## src/rtl/handshake_constant_burst_if.sv

```systemverilog
// Handshake bundle for handshake_constant_burst: control token in, constant bursts out.
// master = environment (upstream producer + downstream consumer), slave = the block.
interface handshake_constant_burst_if #(
  parameter int unsigned DATA_WIDTH = 32,
  parameter int unsigned CNT_WIDTH  = 16
);
  logic                  ctrl_valid;
  logic                  ctrl_ready;
  logic [DATA_WIDTH-1:0] outs;
  logic                  outs_valid;
  logic                  outs_ready;
  logic                  outs_last;
  logic [CNT_WIDTH-1:0]  emitted;

  modport master (
    output ctrl_valid, outs_ready,
    input  ctrl_ready, outs, outs_valid, outs_last, emitted
  );

  modport slave (
    input  ctrl_valid, outs_ready,
    output ctrl_ready, outs, outs_valid, outs_last, emitted
  );
endinterface

```

## src/rtl/handshake_constant_burst.sv

```systemverilog
// Registered constant source: each accepted control token yields REPEAT copies of VALUE
// on a valid/ready channel, with a wrapping count of all copies transferred.
module handshake_constant_burst #(
  parameter int unsigned            DATA_WIDTH = 32,
  parameter logic [DATA_WIDTH-1:0]  VALUE      = '0,
  parameter int unsigned            REPEAT     = 1,
  parameter int unsigned            CNT_WIDTH  = 16
) (
  input  logic                     clk,
  input  logic                     rst,
  handshake_constant_burst_if.slave io_hs
);

  localparam int unsigned CW = $clog2(REPEAT + 1);

  generate
    if (REPEAT < 1) begin : g_bad_repeat
      $error("handshake_constant_burst: REPEAT must be >= 1");
    end
  endgenerate

  // r_cnt = copies still owed, including the one currently presented
  logic [CW-1:0]        r_cnt;
  logic [CW-1:0]        w_cnt_nxt;
  logic [CNT_WIDTH-1:0] r_emitted;
  logic [CNT_WIDTH-1:0] w_emitted_nxt;
  logic                 w_ctrl_ready;
  logic                 w_fire_in;
  logic                 w_fire_out;

  always_ff @(posedge clk or posedge rst) begin
    if (rst) begin
      r_cnt     <= '0;
      r_emitted <= '0;
    end else begin
      r_cnt     <= w_cnt_nxt;
      r_emitted <= w_emitted_nxt;
    end
  end

  // New token is taken in the same cycle the last copy drains (no bubble at REPEAT=1)
  always_comb begin
    w_cnt_nxt     = r_cnt;
    w_emitted_nxt = r_emitted;
    w_ctrl_ready  = !rst && ((r_cnt == '0) || ((r_cnt == CW'(1)) && io_hs.outs_ready));
    w_fire_in     = io_hs.ctrl_valid && w_ctrl_ready;
    w_fire_out    = (r_cnt != '0) && io_hs.outs_ready;
    if (w_fire_in) begin
      w_cnt_nxt = CW'(REPEAT);
    end else if (w_fire_out) begin
      w_cnt_nxt = r_cnt - CW'(1);
    end
    if (w_fire_out) begin
      w_emitted_nxt = r_emitted + CNT_WIDTH'(1);
    end
  end

  assign io_hs.outs       = VALUE;
  assign io_hs.outs_valid = (r_cnt != '0);
  assign io_hs.outs_last  = (r_cnt == CW'(1));
  assign io_hs.ctrl_ready = w_ctrl_ready;
  assign io_hs.emitted    = r_emitted;

endmodule
```

## src/flat_wrapper.sv

```systemverilog
// flat-port wrapper written by rule: the top's interface ports become plain ports
module handshake_constant_burst_flat 
#(
  parameter int unsigned            DATA_WIDTH = 32,
  parameter logic [DATA_WIDTH-1:0]  VALUE      = '0,
  parameter int unsigned            REPEAT     = 1,
  parameter int unsigned            CNT_WIDTH  = 16
)
  (clk, rst, io_hs_ctrl_valid, io_hs_outs_ready, io_hs_ctrl_ready, io_hs_outs, io_hs_outs_valid, io_hs_outs_last, io_hs_emitted);
  handshake_constant_burst_if #(.DATA_WIDTH(DATA_WIDTH), .CNT_WIDTH(CNT_WIDTH)) io_hs_i ();
  input  logic clk;
  input  logic rst;
  input wire logic [$bits(io_hs_i.ctrl_valid)-1:0] io_hs_ctrl_valid;
  input wire logic [$bits(io_hs_i.outs_ready)-1:0] io_hs_outs_ready;
  output wire logic [$bits(io_hs_i.ctrl_ready)-1:0] io_hs_ctrl_ready;
  output wire logic [$bits(io_hs_i.outs)-1:0] io_hs_outs;
  output wire logic [$bits(io_hs_i.outs_valid)-1:0] io_hs_outs_valid;
  output wire logic [$bits(io_hs_i.outs_last)-1:0] io_hs_outs_last;
  output wire logic [$bits(io_hs_i.emitted)-1:0] io_hs_emitted;
  assign io_hs_i.ctrl_valid = io_hs_ctrl_valid;
  assign io_hs_i.outs_ready = io_hs_outs_ready;
  assign io_hs_ctrl_ready = io_hs_i.ctrl_ready;
  assign io_hs_outs = io_hs_i.outs;
  assign io_hs_outs_valid = io_hs_i.outs_valid;
  assign io_hs_outs_last = io_hs_i.outs_last;
  assign io_hs_emitted = io_hs_i.emitted;
  handshake_constant_burst #(.DATA_WIDTH(DATA_WIDTH), .VALUE(VALUE), .REPEAT(REPEAT), .CNT_WIDTH(CNT_WIDTH)) u_core (.clk(clk), .rst(rst), .io_hs(io_hs_i));
endmodule
```

## config.mk

```make
export PLATFORM = sky130hd
export DESIGN_NAME = handshake_constant_burst_flat
export DESIGN_NICKNAME = d
export VERILOG_FILES = /design/src/rtl/handshake_constant_burst_if.sv /design/src/rtl/handshake_constant_burst.sv /design/src/flat_wrapper.sv
export SDC_FILE = /design/constraint.sdc
export NUM_CORES = 1
export LEC_CHECK = 0
export BUFFER_PORTS_ARGS = -buffer_cell sky130_fd_sc_hd__buf_2
export CORE_UTILIZATION = 47
export DETAILED_ROUTE_END_ITERATION = 16
export HOLD_SLACK_MARGIN = 0.15
export PLACE_DENSITY = 0.83
export SETUP_SLACK_MARGIN = 0.2
export SLEW_MARGIN = 5
export SYNTH_ARGS = -nofsm -noshare
export SYNTH_HDL_FRONTEND = slang
export SYNTH_SLANG_ARGS = --single-unit
```

## constraint.sdc

```tcl
create_clock -name clk -period 2.2 [get_ports clk]
set_input_delay 0.33 -clock clk [delete_from_list [all_inputs] [get_ports clk]]
set_output_delay 0.33 -clock clk [all_outputs]
set_load 0.02 [all_outputs]
```

==> impl_metrics.toml, run 1 <==
[power]
power_frac_comb_pct = 31.1
power_frac_clock_pct = 18.8
leakage_nw = 0.6087
swShare_pct = 39.85
pwr_density_cell_nw_per_um2 = 804.0
p_seq_share_pct = 50.1
p_total_mw = 0.8702
cell_internal_pwr_mw = 0.5234
ir_drop_uv = 546.4
p_sw_mw = 0.3468

[timing]
worst_slack_ps = 555.7
max_freq_mhz = 608.2
hold_viol_final = 0
min_period_ps = 1644
holdWs_ps = 248.8
fin_setup_tns_ps = 0
fin_crit_sh_pct = 74.74
setup_violations = 0
fin_skew_ps = 3.515
grt_setup_unrepaired = "no"
slew_viol_final = 0

[clock_tree]
cts_made_buffers = 3
clk_latency_ps = 290
cts_sinks = 17
clockRootBuffer = "clkbuf_4"
clk_path_buf_depth = 2
cts_resized = 0
cts_tree = "done"
clk_pin_slew_ps = 90
ctsHoldBuffers = 1
cts_max_level = 1
cts_setup_buffers = 0

[synthesis]
syn_inst = 99
synth_area_um2 = 1026
ys_warn_count = 0
syn_area_per_cell_um2 = 10.36
synth_seq_cells = 17
synth-seq-area-share_pct = 41.46
synthDistinctLibCells = 23

[final_layout]
drive_gt1_share_pct = 24.80
nets = 131
area_growth_pct = 5.488
fin_cells = 152
fillCellCount = 202
antenna_cells = 0
final_core_util_pct = 54.06
final_area_um2 = 1082

[place]
place_inst = 147
dp_hpwl_um = 1139
io_buffers = 22
finalWeightedCongestion = 0.7512
pre_cts_slack_ps = 754.1
placed_area_um2 = 1046

[grt]
grt_pass1_wl_um = 2401
grt_antenna_before_repair = 0
overflow = 0
grt_max_degree = 19
grt_pass1_vias = 541
track_usage_pct = 13.61

[job]
max-cap-violations = 0

[worst_setup_path]
path_class = "in -> out"
worstPathRequired_ps = 1870
crit_fanout = 2
critPathLaunchType = "primary input"
worstPathArrival_ps = 1310
worstSetupEndpointType = "primary output"

[floorplan]
initial_utilization_pct = 51.25
die_area_um2 = 2374
die-width_um = 48.72
die_h_um = 48.72
num_rows = 16
coreArea_um2 = 2002
io_pins = 55

[route]
first_pass_iters = 2
drc = 0
num_vias = 669
drt-initial-drc-count = 8
routed_via_density = 4.401
antenna_left = 0
wl_per_cell_um = 9.671
drt_wl_total_um = 1470

[outcome]
outcome = "finished, final reports clean"

[min_path]
hold_class = "in -> reg"
-- layout by cell type, fill, tap and decap left out --
cell type | synthesis | routed
and2_1 | 1 | 1
and3_1 | 2 | 2
and3_2 | 1 | 1
and4_1 | 2 | 2
and4_4 | 1 | 1
buf_2 | 0 | 22
buf_4 | 33 | 1
clkbuf_1 | 0 | 1
clkbuf_4 | 0 | 3
conb_1 | 1 | 32
dfrtp_1 | 17 | 17
dlygate4sd3_1 | 0 | 1
ha_1 | 1 | 1
inv_1 | 2 | 2
mux2_2 | 1 | 1
nand2_1 | 7 | 7
nand3_1 | 4 | 4
nand4_1 | 3 | 3
nand4_4 | 1 | 1
nor2_1 | 2 | 2
nor3_1 | 1 | 1
nor3_2 | 1 | 1
o21a_1 | 1 | 1
o2bb2ai_1 | 1 | 1
or3_1 | 1 | 1
xnor2_1 | 10 | 10
xor2_1 | 5 | 5
-- flip-flops by register name, indices dropped and copies added, names as in the netlist --
register	cells
u_core.io_hs.emitted	16
u_core.io_hs.outs_last	1
-- path summary, 6_finish.rpt --
kind,slack [ps],end,start,depth (start not counted)
worst max-delay path,560,io_hs_ctrl_ready,rst,5
max in group asynchronous,1380,u_core.io_hs.emitted[2],rst,4
worst max register to register,740,u_core.io_hs.emitted[14],u_core.io_hs.emitted[0],4
min in group asynchronous,630,u_core.io_hs.emitted[11],rst,4
worst min register to register,470,u_core.io_hs.emitted[15],u_core.io_hs.emitted[15],1
worst min-delay path,250,u_core.io_hs.outs_last,io_hs_ctrl_valid,2
-- routing by layer --
layer	vias up	wire [um]	share of wire [%]	GRT usage [%]
met4	0	29	2.0	7.353
met5	-	0	0	0
met1	316	632	43	15.93
met3	3	120	8.2	3.774
met2	37	687	47	22.45
li1	313	-	-	-
-- power groups by stage --
stage	combinational (mW)	sequential (mW)	clock (mW)
finish	0.271	0.436	0.164
global placement	0.268	0.434	0
global route	0.291	0.446	0.185
detailed placement	0.272	0.440	0
floorplan	0.187	0.488	0
CTS	0.273	0.435	0.170
-- area by class of cell --
class | count | area [um^2] | share of cell area (%)
timing repair buffer | 24 | 127.6 | 11.79
tap | 27 | 33.78 | 3.121
multi-input combinational | 78 | 461.7 | 42.66
clock buffer | 4 | 26.28 | 2.428
inverter | 2 | 7.507 | 0.6936
sequential | 17 | 425.4 | 39.31
-- logic make-up after synthesis --
| logic type | synth area share, % |
|---|---|
| compound gates | 1.586 |
| xor+xnor | 12.80 |
| fa+ha+maj | 1.219 |
| buf+inv | 24.88 |
| flops | 41.46 |
| mux | 1.097 |
| other cells | 0.3655 |
| simple gates | 16.59 |
-- critical path, cell delays in order --
cell and delay [ps]:
dlygate4sd3_1 540, buf_2 120, inv_1 60, o21a_1 110
buf_2 150
-- cell usage after synthesis --
library cell,number,area [um^2]
o21a_1,1,7.510
o2bb2ai_1,1,8.760
nor3_1,1,5.000
xor2_1,5,43.79
xnor2_1,10,87.58
nor2_1,2,7.510
and2_1,1,6.260
nand4_1,3,18.77
and4_4,1,11.26
and3_1,2,12.51
inv_1,2,7.510
buf_4,33,247.7
or3_1,1,6.260
ha_1,1,12.51
nand4_4,1,21.27
and3_2,1,7.510
conb_1,1,3.750
mux2_2,1,11.26
and4_1,2,17.52
nand2_1,7,26.28
nor3_2,1,10.01
nand3_1,4,20.02
dfrtp_1,17,425.4
Power figures use the tool's default switching activity.
==> run 2: changes to the inputs <==
Settings changed: CORE_UTILIZATION 47 to 44, PLACE_DENSITY 0.83 to 0.79.
Clock period 2.2 ns to 1.66 ns, I/O delays scaled along.
==> impl_metrics.toml, run 2 (synthesized netlist as in run 1, its figures left out) <==
[clock_tree]
clockRootBuffer = "clkbuf_4"
clk_path_buf_depth = 2
cts_tree = "done"
cts_made_buffers = 3
clk_pin_slew_ps = 100
cts_max_level = 1
clk_latency_ps = 290
cts_sinks = 17

[floorplan]
die-width_um = 50.29
initial_utilization_pct = 46.38
num_rows = 17
io_pins = 55
die_h_um = 50.29
coreArea_um2 = 2212
die_area_um2 = 2529

[worst_setup_path]
cpMaxStageDelayCell = "dfrtp_1"
critPathLaunchType = "flip-flop"
worstPathArrival_ps = 1570
worstSetupEndpointType = "flip-flop"
ff2ff_setup_slack_ps = 270
path_class = "reg -> reg"
worstPathRequired_ps = 1840
max_stage_delay_ps = 420
crit_family = "simple AND/OR/NAND/NOR gates"
path_cells = "and4_1 > nand3_1 > or3_1 > xnor2_1"
crit_fanout = 5
timing.critical_path.buf_inv = 0

[power]
p_sw_mw = 0.4613
pwr_density_cell_nw_per_um2 = 1067
swShare_pct = 39.33
power_frac_clock_pct = 18.3
leakage_nw = 0.6109
cell_internal_pwr_mw = 0.7117
p_seq_share_pct = 49.9
power_frac_comb_pct = 31.7
ir_drop_uv = 629.2

[timing]
setup_violations = 0
holdWs_ps = 171.3
fin_setup_tns_ps = 0
min_period_ps = 1388
fin_skew_ps = 10.83
slew_viol_final = 0
grt_setup_unrepaired = "no"
hold_viol_final = 0
fin_crit_sh_pct = 83.62
max_freq_mhz = 720.4

[final_layout]
nets = 131
area_growth_pct = 7.195
drive_gt1_share_pct = 30.40
final_common_cell = "conb_1"
fillCellCount = 204
antenna_cells = 0
mostFrequentLayoutCells = "conb_1, buf_2, dfrtp_1"
largest_reg_flops = 16
regArea_um2 = 432.9
multiInputGateArea_um2 = 470.5

[route]
wl_per_cell_um = 9.922
drt-initial-drc-count = 5
drc = 0
drt_wl_total_um = 1518
num_vias = 652
first_pass_iters = 4
routed_via_density = 4.261
antenna_left = 0

[grt]
grt_max_degree = 19
use_met2_pct = 21.11
track_usage_pct = 12.72
grt_antenna_before_repair = 0
overflow = 0
use_met3_pct = 5.758
grt-busiest-layer = "met2"
grt_pass1_vias = 534
grt_pass1_wl_um = 2408
gr-usage-met1_pct = 15.02

[job]
max-cap-violations = 0

[place]
dp_hpwl_um = 1160
finalWeightedCongestion = 0.7542
io_buffers = 22

[outcome]
outcome = "finished, final reports clean"

[min_path]
hold_class = "in -> reg"
## run 2: cell types whose count changed in the layout (fill, tap and decap cells not counted)
cell / before / now
dfrtp_1: 17 / 11
dfrtp_2: 0 / 6
ha_2: 0 / 1
nor3_4: 0 / 1
ha_1: 1 / 0
nor3_2: 1 / 0
## run 2: final timing paths
path,from,endpoint,cells past startpoint
min in group asynchronous,rst,u_core.io_hs.emitted[4],4
setup reg to reg,u_core.io_hs.emitted[8],u_core.io_hs.emitted[14],4
hold reg to reg,u_core.io_hs.emitted[15],u_core.io_hs.emitted[15],1
max in group asynchronous,rst,u_core.io_hs.emitted[0],4
hold / removal,io_hs_ctrl_valid,u_core.io_hs.outs_last,2
setup / recovery,u_core.io_hs.emitted[8],u_core.io_hs.emitted[14],4
## run 2: cell type report
type / instances / area share [%]
well taps: 28 / 3.185
clock buffers: 4 / 2.389
multi-input cells: 78 / 42.78
flip-flops and latches: 17 / 39.36
inverters: 2 / 0.6826
repair buffers: 24 / 11.60
## run 2: power by group through the flow
stage / Clock, mW / Combinational (mW) / Sequential [mW]
floorplan: 0 / 0.248 / 0.658
global placement: 0 / 0.356 / 0.588
detailed placement: 0 / 0.363 / 0.595
CTS: 0.224 / 0.366 / 0.587
global route: 0.246 / 0.407 / 0.606
finish: 0.215 / 0.372 / 0.586
## run 2: repair_timing
action | CTS | global route
hold endpoints to repair | 17 | 0
gates resized for setup | 0 | 2
setup buffers | 0 | 0
endpoints found under the setup margin | 0 | 3
hold buffers | 1 | 0
## run 2: per-layer routing
| layer | vias up | wire length [um] |
|---|---|---|
| li1 | 313 | - |
| met5 | - | 0 |
| met1 | 307 | 675 |
| met3 | 0 | 126 |
| met2 | 32 | 716 |
| met4 | 0 | 0 |
## run 2: metrics by stage
step | setup WS (ps) | power, mW | instances | instance area (um^2) | utilization [%]
finish | 271.9 | 1.173 | 153 | 1100 | 49.72
global route | 203.1 | 1.259 | 153 | 1100 | 49.72
CTS | 236.9 | 1.177 | 153 | 1091 | 49.32
detailed placement | 238.3 | 0.9581 | 148 | 1055 | 47.68
global placement | 255.6 | 0.9443 | 148 | 1055 | 47.68
floorplan | 203.5 | 0.9059 | 130 | 1150 | -
==> run 3: changes to the inputs <==
Settings changed: ABC_AREA set to 1, CORE_UTILIZATION 44 to 46.
Clock period 1.66 ns to 1.3 ns, I/O delays scaled along.
==> impl_metrics.toml, run 3 <==
[final_layout]
drive_gt1_share_pct = 46.08
fillCellCount = 181
nets = 210
final_area_um2 = 1707
antenna_cells = 0
mostFrequentLayoutCells = "conb_1, nand2_1, buf_6"
final_common_cell = "conb_1"
fin_cells = 234
largest_reg_flops = 16
area_growth_pct = 43.43

[outcome]
outcome = "finished, final reports clean"

[route]
drt_wl_total_um = 3061
wl_per_cell_um = 13.08
routed_via_density = 4.654
drc = 0
antenna_left = 0
first_pass_iters = 5
num_vias = 1089
drt-initial-drc-count = 17

[min_path]
whs_path_depth = 3
hold_class = "in -> reg"
holdPathEnd = "u_core.io_hs.emitted[0]"
hold_start = "io_hs_outs_ready"

[worst_setup_path]
cpMaxStageDelayCell = "dfrtp_2"
path_cells = "ha_4 > inv_4 > nor2_4 > nand2_4 > nor2_8 > nand3_2 > nand2_2 > nand2_1"
ff2ff_setup_slack_ps = 6
critPathLaunchType = "flip-flop"
r2r_end = "u_core.io_hs.emitted[12]"
worstPathRequired_ps = 1510
r2r-start = "u_core.io_hs.emitted[0]"
r2r_cells = 8
path_class = "reg -> reg"
max_stage_delay_ps = 440
worstSetupEndpointType = "flip-flop"
crit_fanout = 7
worstPathArrival_ps = 1500

[timing]
min_period_ps = 1294
fin_skew_ps = 5.826
fin_crit_sh_pct = 99.56
slew_viol_final = 0
max_freq_mhz = 772.7
grt_setup_unrepaired = "yes"
setup_violations = 0
hold_viol_final = 0
holdWs_ps = 229.6

[place]
dp_hpwl_um = 1521
io_buffers = 22
placed_area_um2 = 1246
place_inst = 201
finalWeightedCongestion = 0.8109

[power]
pwr_density_cell_nw_per_um2 = 1219
leakage_nw = 0.8800
ir_drop_uv = 1113

[grt]
grt_antenna_before_repair = 0
grt_pass1_vias = 897
grt_pass1_wl_um = 3988
overflow = 0
grt_max_degree = 18
track_usage_pct = 20.19

[clock_tree]
cts_max_level = 1
clk_path_buf_depth = 2
clk_pin_slew_ps = 110
cts_sinks = 17
cts_tree = "done"
clk_latency_ps = 310
cts_made_buffers = 3
clockRootBuffer = "clkbuf_4"

[synthesis]
synth_area_um2 = 1190
synthFlopType = "dfrtp_1"
ys_warn_count = 0
syn_inst = 150
synth_top_cells_by_count = "buf_4, nand2_1, dfrtp_1, inv_1, nor2_1"
synthArstFlopShare_pct = 100.0
yosys-top-cells-area = "dfrtp_1, buf_4, nand2_1"
synth-seq-area-share_pct = 35.75
yosysTopAreaCell = "dfrtp_1"
synth_edf_count = 0
syn_area_per_cell_um2 = 7.933
synth_seq_cells = 17
synthDistinctLibCells = 23
yosys.area.top_type_share_pct = 35.75

[floorplan]
coreArea_um2 = 2455
die_h_um = 52.86
die-width_um = 52.86
die_area_um2 = 2794
initial_utilization_pct = 48.47
num_rows = 18
io_pins = 55

[job]
max-cap-violations = 0
run 3: area by class of cell:
type                            instances  area [um^2]  share of cell area (%)
Clock buffer                            4        26.28                   1.540
Inverter                               19        76.32                   4.472
Multi-Input combinational cell        112        646.9                   37.90
Sequential cell                        17        441.7                   25.88
Tap cell                               30        37.54                   2.199
Timing Repair Buffer                   52        478.0                   28.01
run 3: worst max-delay path, delay by kind of cell, from the launching register on:
kind,cells,cell delay (ps)
flip-flops,1,440
buffers and inverters,1,40
adder cells (fa/ha/maj),1,170
AND/OR/NAND/NOR,6,540
run 3: worst max-delay path by stage:
stage                            startpoint  slack (ps)                       end
floorplan           u_core.io_hs.emitted[1]          50  u_core.io_hs.emitted[12]
global placement    u_core.io_hs.emitted[1]         100  u_core.io_hs.emitted[12]
detailed placement  u_core.io_hs.emitted[1]          80  u_core.io_hs.emitted[12]
CTS                  u_core.io_hs.outs_last          50          io_hs_ctrl_ready
global route        u_core.io_hs.emitted[0]         -40  u_core.io_hs.emitted[12]
finish              u_core.io_hs.emitted[0]           6  u_core.io_hs.emitted[12]
run 3: per-layer routing:
metal | vias to the layer above | global-route usage (%) | part of all wire (%) | routed length (um)
met1 | 518 | 24.20 | 38 | 1165
li1 | 497 | - | - | -
met5 | - | 0 | 0 | 0
met2 | 61 | 36.29 | 52 | 1585
met4 | 0 | 7.895 | 4.5 | 139
met3 | 13 | 2.299 | 5.6 | 171
run 3: cells by family (layout without fill, tap and decap cells):
group | after synthesis | after routing | share of synthesized area (%)
flops | 17 | 17 | 35.75
xor+xnor | 8 | 8 | 5.889
compound gates | 3 | 3 | 1.472
other cells | 1 | 32 | 0.3152
fa+ha+maj | 1 | 1 | 1.051
simple gates | 68 | 68 | 28.71
buf+inv | 52 | 75 | 26.81
run 3: timing repair:
item / in CTS / in global routing
hold buffers: 3 / 0
buffers inserted: 15 / 11
hold endpoints to repair: 18 / 0
resized for setup: 27 / 35
endpoints found under the setup margin: 24 / 33
pin swaps: 9 / 12
run 3: where the power goes:
part           total (mW)  leakage, nW  switching, mW  internal, mW
clock network       0.316       0.0150          0.196         0.120
registers           0.769        0.196          0.143         0.626
logic               0.996        0.669          0.524         0.472
run 3: through the flow:
stage	worst slack (ps)	power (mW)	setup TNS [ps]	utilization [%]
2_1_floorplan	47.57	1.252	0	-
3_3_place_gp	103.7	1.309	0	50.76
3_5_place_dp	75.62	1.315	0	50.76
4_1_cts	52.62	1.849	0	61.42
5_1_grt	-39.13	2.170	-115.8	69.52
6_report	5.784	2.080	0	69.52
